File: src/rtl/vga_pkg.sv
// Shared types and constants for the VGA frame-buffer read path.
// Latency: none (declarations only).
// Backpressure: not applicable.
package vga_pkg;

  typedef enum logic {
    SCALE_1X = 1'b0,
    SCALE_2X = 1'b1
  } scale_mode_e;

  localparam int H_ACTIVE = 640;
  localparam int V_ACTIVE = 480;
  localparam int CH_W     = 4;

  typedef struct packed {
    logic [CH_W-1:0] r;
    logic [CH_W-1:0] g;
    logic [CH_W-1:0] b;
  } rgb_t;

endpackage

File: src/rtl/vga_delay_line.sv
// Fixed-depth shift register that carries flags alongside the BRAM read.
// Latency: DEPTH clocks from d to q.
// Backpressure: none, it advances on every clock.
module vga_delay_line #(
  parameter int W     = 1,
  parameter int DEPTH = 1
) (
  input  logic         clk,
  input  logic         reset_n,
  input  logic [W-1:0] d,
  output logic [W-1:0] q
);

  logic [W-1:0] pipe [DEPTH];

  always_ff @(posedge clk or negedge reset_n) begin
    if (!reset_n) begin
      for (int i = 0; i < DEPTH; i++) pipe[i] <= '0;
    end else begin
      pipe[0] <= d;
      for (int i = 1; i < DEPTH; i++) pipe[i] <= pipe[i-1];
    end
  end

  assign q = pipe[DEPTH-1];

endmodule

File: src/rtl/vga_fb_scaler_reader.sv
// Frame-buffer read controller: screen coordinates to BRAM address, 1:1 or 2x doubling.
// Latency: RD_LAT+2 clocks from coordinate to RGB and delayed syncs, in both modes.
// Backpressure: none, it follows the pixel clock unconditionally.
module vga_fb_scaler_reader
  import vga_pkg::*;
#(
  parameter int             IMG_W    = 320,
  parameter int             IMG_H    = 240,
  parameter int             PIX_W    = 12,
  parameter int             ADDR_W   = 17,
  parameter int             RD_LAT   = 1,
  parameter logic [PIX_W-1:0] BG_COLOR = '0
) (
  input  logic              clk,
  input  logic              reset_n,
  input  logic [9:0]        x_coor,
  input  logic [8:0]        y_coor,
  input  logic              display_en,
  input  logic              h_sync,
  input  logic              v_sync,
  input  logic              mode,
  output logic              re,
  output logic [ADDR_W-1:0] rAddr,
  input  logic [PIX_W-1:0]  rData,
  output logic [PIX_W/3-1:0] vgaRed,
  output logic [PIX_W/3-1:0] vgaGreen,
  output logic [PIX_W/3-1:0] vgaBlue,
  output logic              h_sync_o,
  output logic              v_sync_o
);

  localparam int CW = PIX_W / 3;

  logic [ADDR_W-1:0] addr_cnt;
  logic [ADDR_W-1:0] line_start;
  logic [ADDR_W-1:0] eff;
  logic              mode_q;
  logic              synced;
  scale_mode_e       scale;
  logic              frame_start;
  logic              synced_eff;
  logic              act;
  logic              border;
  logic [10:0]       x_lim;
  logic [9:0]        y_lim;
  logic              act_d, border_d, hs_d, vs_d;
  logic [PIX_W-1:0]  rgb_q;

  // The frame_start pixel already uses the freshly sampled mode and counts as synced.
  always_comb begin
    frame_start = display_en && (x_coor == '0) && (y_coor == '0);
    scale       = scale_mode_e'(frame_start ? mode : mode_q);
    synced_eff  = synced || frame_start;
    x_lim       = (scale == SCALE_2X) ? 11'(2*IMG_W) : 11'(IMG_W);
    y_lim       = (scale == SCALE_2X) ? 10'(2*IMG_H) : 10'(IMG_H);
    act         = display_en && synced_eff && ({1'b0, x_coor} < x_lim) && ({1'b0, y_coor} < y_lim);
    border      = display_en && synced_eff;
    eff         = frame_start ? '0 : addr_cnt;
  end

  always_ff @(posedge clk or negedge reset_n) begin
    if (!reset_n) begin
      addr_cnt   <= '0;
      line_start <= '0;
      mode_q     <= 1'b0;
      synced     <= 1'b0;
      re         <= 1'b0;
      rAddr      <= '0;
    end else begin
      if (frame_start) begin
        mode_q <= mode;
        synced <= 1'b1;
      end
      re    <= act;
      rAddr <= act ? eff : '0;
      if (act) begin
        if (scale == SCALE_1X) begin
          addr_cnt <= eff + ADDR_W'(1);
        end else begin
          if (x_coor == '0) line_start <= eff;
          // Even line ends by rewinding, so the odd line re-reads the same source line.
          if ((x_coor == 10'(2*IMG_W-1)) && !y_coor[0])
            addr_cnt <= line_start;
          else
            addr_cnt <= eff + ADDR_W'(x_coor[0]);
        end
      end
    end
  end

  vga_delay_line #(
    .W     (4),
    .DEPTH (RD_LAT + 1)
  ) u_dly (
    .clk     (clk),
    .reset_n (reset_n),
    .d       ({act, border, h_sync, v_sync}),
    .q       ({act_d, border_d, hs_d, vs_d})
  );

  always_ff @(posedge clk or negedge reset_n) begin
    if (!reset_n) begin
      rgb_q    <= '0;
      h_sync_o <= 1'b0;
      v_sync_o <= 1'b0;
    end else begin
      rgb_q    <= act_d ? rData : (border_d ? BG_COLOR : '0);
      h_sync_o <= hs_d;
      v_sync_o <= vs_d;
    end
  end

  assign vgaRed   = rgb_q[PIX_W-1 -: CW];
  assign vgaGreen = rgb_q[PIX_W-1-CW -: CW];
  assign vgaBlue  = rgb_q[CW-1:0];

endmodule

File: config.mk
export PLATFORM = sky130hd
export DESIGN_NAME = vga_fb_scaler_reader
export DESIGN_NICKNAME = d
export VERILOG_FILES = /design/src/rtl/vga_pkg.sv /design/src/rtl/vga_delay_line.sv /design/src/rtl/vga_fb_scaler_reader.sv
export SDC_FILE = /design/constraint.sdc
export NUM_CORES = 1
export LEC_CHECK = 0
export ABC_AREA = 1
export CAP_MARGIN = 20
export CORE_AREA = 10 10 98 100
export DETAILED_ROUTE_END_ITERATION = 12
export DIE_AREA = 0 0 108 110
export HOLD_SLACK_MARGIN = 0.03
export PLACE_DENSITY = 0.78
export SLEW_MARGIN = 10
export SYNTH_ARGS = -nofsm -noshare
export SYNTH_HDL_FRONTEND = slang
export SYNTH_SLANG_ARGS = --single-unit
File: constraint.sdc
create_clock -name clk -period 3.1 [get_ports clk]
set_input_delay 0.775 -clock clk [delete_from_list [all_inputs] [get_ports clk]]
set_output_delay 0.775 -clock clk [all_outputs]
set_load 0.01 [all_outputs]
==> results.py <==
metrics = {
    "pwr": {
        "p_per_area_mw_per_mm2": 356,
        "vdd_ir_drop_max_v": 0.000290,
        "p_leak_nw": 2.77,
        "total_power_w": 0.00188,
    },
    "timing": {
        "setup_tns_ps": 0,
        "worstMarginPinSlew_ps": 678,
        "fmax_mhz": 340,
        "slew_violations": 0,
        "hold_violations": 0,
        "period_minus_slack_ps": 2940,
        "finalSetupViolCount": 0,
        "fin_crit_sh_pct": 95.0,
        "fin_worst_skew_ps": 6.87,
        "relSlewSlack_pct": 54.8,
        "rsz0062_at_grt": "no",
    },
    "route": {
        "drt-pass1-iter-count": 6,
        "wirelength_um": 11300,
        "via_per_inst": 5.21,
        "drc": 0,
        "dr_total_vias": 3899,
        "wl_per_cell_um": 15.1,
        "drt-initial-drc-count": 357,
        "final_antenna_net_count": 0,
    },
    "global_route": {
        "grt_first_pass_wirelength_um": 18400,
        "antenna_found_initial": 0,
        "grtUsageTotal_pct": 19.3,
        "grt_max_degree": 47,
        "grt_pass1_vias": 3680,
        "grt_overflow_total": 0,
    },
    "cts": {
        "cts_setup_buffers": 0,
        "clk_pin_slew_ps": 70,
        "root_buffer": "clkbuf_8",
        "cts_buffer_depth": 2,
        "cts.repair.resized": 0,
        "postCtsHoldBufs": 0,
        "htree_levels": 3,
        "cts_sinks": 73,
        "cts_made_buffers": 9,
        "clkLatencyLatePin_ps": 350,
        "cts_tree": "done",
    },
    "yosys": {
        "ys.flop_type": "dfrtp_1",
        "synthTopCellsByArea": "dfrtp_1, nand2_1, nand3_1, nor2_1, inv_1",
        "synth_top_area_share_pct": 46.1,
        "synth-edff-count": 0,
        "synth_cells": 534,
        "syn_avg_cell_area_um2": 7.42,
        "synthDistinctLibCells": 33,
        "synth.largest_area_cell": "dfrtp_1",
        "syn-num-nets": 578,
        "ys_seq_area_share_pct": 46.1,
        "synthArstFlopShare_pct": 100,
        "synth_top_cells_by_count": "nand2_1, nor2_1, dfrtp_1",
        "synth.most_common_cell": "nand2_1",
        "synth-seq-cells": 73,
        "synthesis.area_mm2": 0.00396,
        "synth_warnings": 0,
    },
    "setup_path": {
        "cpPeakStageDelay_ps": 450,
        "path_class": "input pin to flop",
        "startpoint_type": "input pin",
        "cp_cell_sequence": "clkdlybuf4s50_1 -> inv_1 -> nor2_1 -> nand3_1 -> nor2_1 -> nand2_2 -> o21ai_4 -> inv_2 -> ha_4 -> a2111oi_4 -> nand2_1 -> nor2_2 -> nand2_2 -> buf_6 -> o21ai_0",
        "cp_slowest_cell": "clkdlybuf4s50_1",
        "critPathArrivalTime_ps": 3200,
        "cp.required_ps": 3350,
        "path_delay_family": "buffers and inverters",
        "cp_num_buf_inv": 4,
        "cp_max_fo": 34,
        "endpoint_kind": "flop",
    },
    "placement": {
        "portBuffers": 68,
        "dp_hpwl_um": 8660,
        "post-place-cells": 732,
        "gp_congestion": 0.921,
        "placedInstanceArea_mm2": 0.00504,
    },
    "die": {
        "rows": 32,
        "die_w_um": 108,
        "fp.dieArea_mm2": 0.0119,
        "start_util_pct": 51.8,
        "core_area_mm2": 0.00765,
        "ioPinCount": 69,
        "die_y_um": 110,
    },
    "finish": {
        "instances_no_fill": 748,
        "drive_gt1_share_pct": 13.8,
        "diodes": 0,
        "fin_area_mm2": 0.00529,
        "syn2layout_area_growth_pct": 33.6,
        "fillers": 616,
        "nets": 685,
    },
    "run_status": {
        "outcome": "completed",
    },
    "run": {
        "cap_violations": 0,
    },
    "worst_hold_path": {
        "holdCritPathClass": "flop to flop",
    },
}
[state kept, by name (all words and copies together), names as in the netlist]
| name | count |
|---|---|
| h_sync_o | 1 |
| synced | 1 |
| rgb_q | 12 |
| line_start | 17 |
| rAddr | 17 |
| v_sync_o | 1 |
| u_dly.pipe | 2 |
| mode_q | 1 |
| addr_cnt | 17 |
| u_dly.q | 3 |
| re | 1 |
[through the flow]
step / util (%) / hold slack, ps / setup slack [ps]
2_1_floorplan: - / 331 / 72.6
3_3_place_gp: 65.9 / 335 / -139
3_5_place_dp: 65.9 / 338 / -284
4_1_cts: 68.8 / 355 / 84.6
5_1_grt: 69.2 / 364 / 7.08
6_report: 69.2 / 353 / 156
[cell type report]
cell class                      instances  area [um^2]  area share, %
Clock buffer                           10          128           2.41
Clock inverter                          6         92.6           1.75
Inverter                               55          211           4.00
Multi-Input combinational cell        388         1850           35.0
Sequential cell                        73         1830           34.5
Tap cell                              102          128           2.41
Timing Repair Buffer                  114         1050           19.9
[cell families after synthesis]
family	count (synthesis)	synth area share [%]
flip-flops	73	46.1
adder cells (fa/ha/maj)	7	2.21
AO/OA/AOI/OAI	42	5.94
AND/OR/NAND/NOR	333	36.1
buffers and inverters	73	8.34
XOR/XNOR	6	1.33
[path summary, 6_finish.rpt]
path	startpoint	end	slack, ps	cells after the start
worst min-delay path	u_dly.pipe[4]$_DFF_PN0_	u_dly.q[0]$_DFF_PN0_	350	0
worst max-delay path	display_en	addr_cnt[1]$_DFFE_PN0N_	160	15
min in group asynchronous	reset_n	rAddr[11]$_DFF_PN0_	450	1
worst max register to register	addr_cnt[0]$_DFFE_PN0N_	addr_cnt[14]$_DFFE_PN0N_	1050	13
worst min register to register	u_dly.pipe[4]$_DFF_PN0_	u_dly.q[0]$_DFF_PN0_	350	0
max in group asynchronous	reset_n	line_start[6]$_DFFE_PN0P_	1970	2
[layer usage]
layer | wire, um | GRT usage [%]
met1 | 4990 | 26.3
met5 | 0 | 0
met3 | 1020 | 4.24
met2 | 5120 | 30.0
met4 | 180 | 6.11
[where the power goes]
group | leakage, nW | switching [W] | internal (W)
combinational | 1.67 | 0.0000462 | 0.0000623
clock | 0.103 | 0.000363 | 0.000456
sequential | 0.996 | 0.000000986 | 0.000955
total | 2.77 | 0.000410 | 0.00147
[layout by cell type, fill, tap and decap left out, types with 5 or more instances in the layout]
master,Yosys,routed
xor2_1,5,5
o21ai_0,24,24
ha_1,7,6
inv_1,53,53
nor2_1,76,75
clkbuf_8,0,9
nand4_1,9,9
a21oi_1,8,8
nand2_1,167,167
clkdlybuf4s50_1,0,67
dfrtp_1,73,73
nor2_2,8,9
buf_4,5,42
nand3_1,59,58
Power figures use the tool's default switching activity.
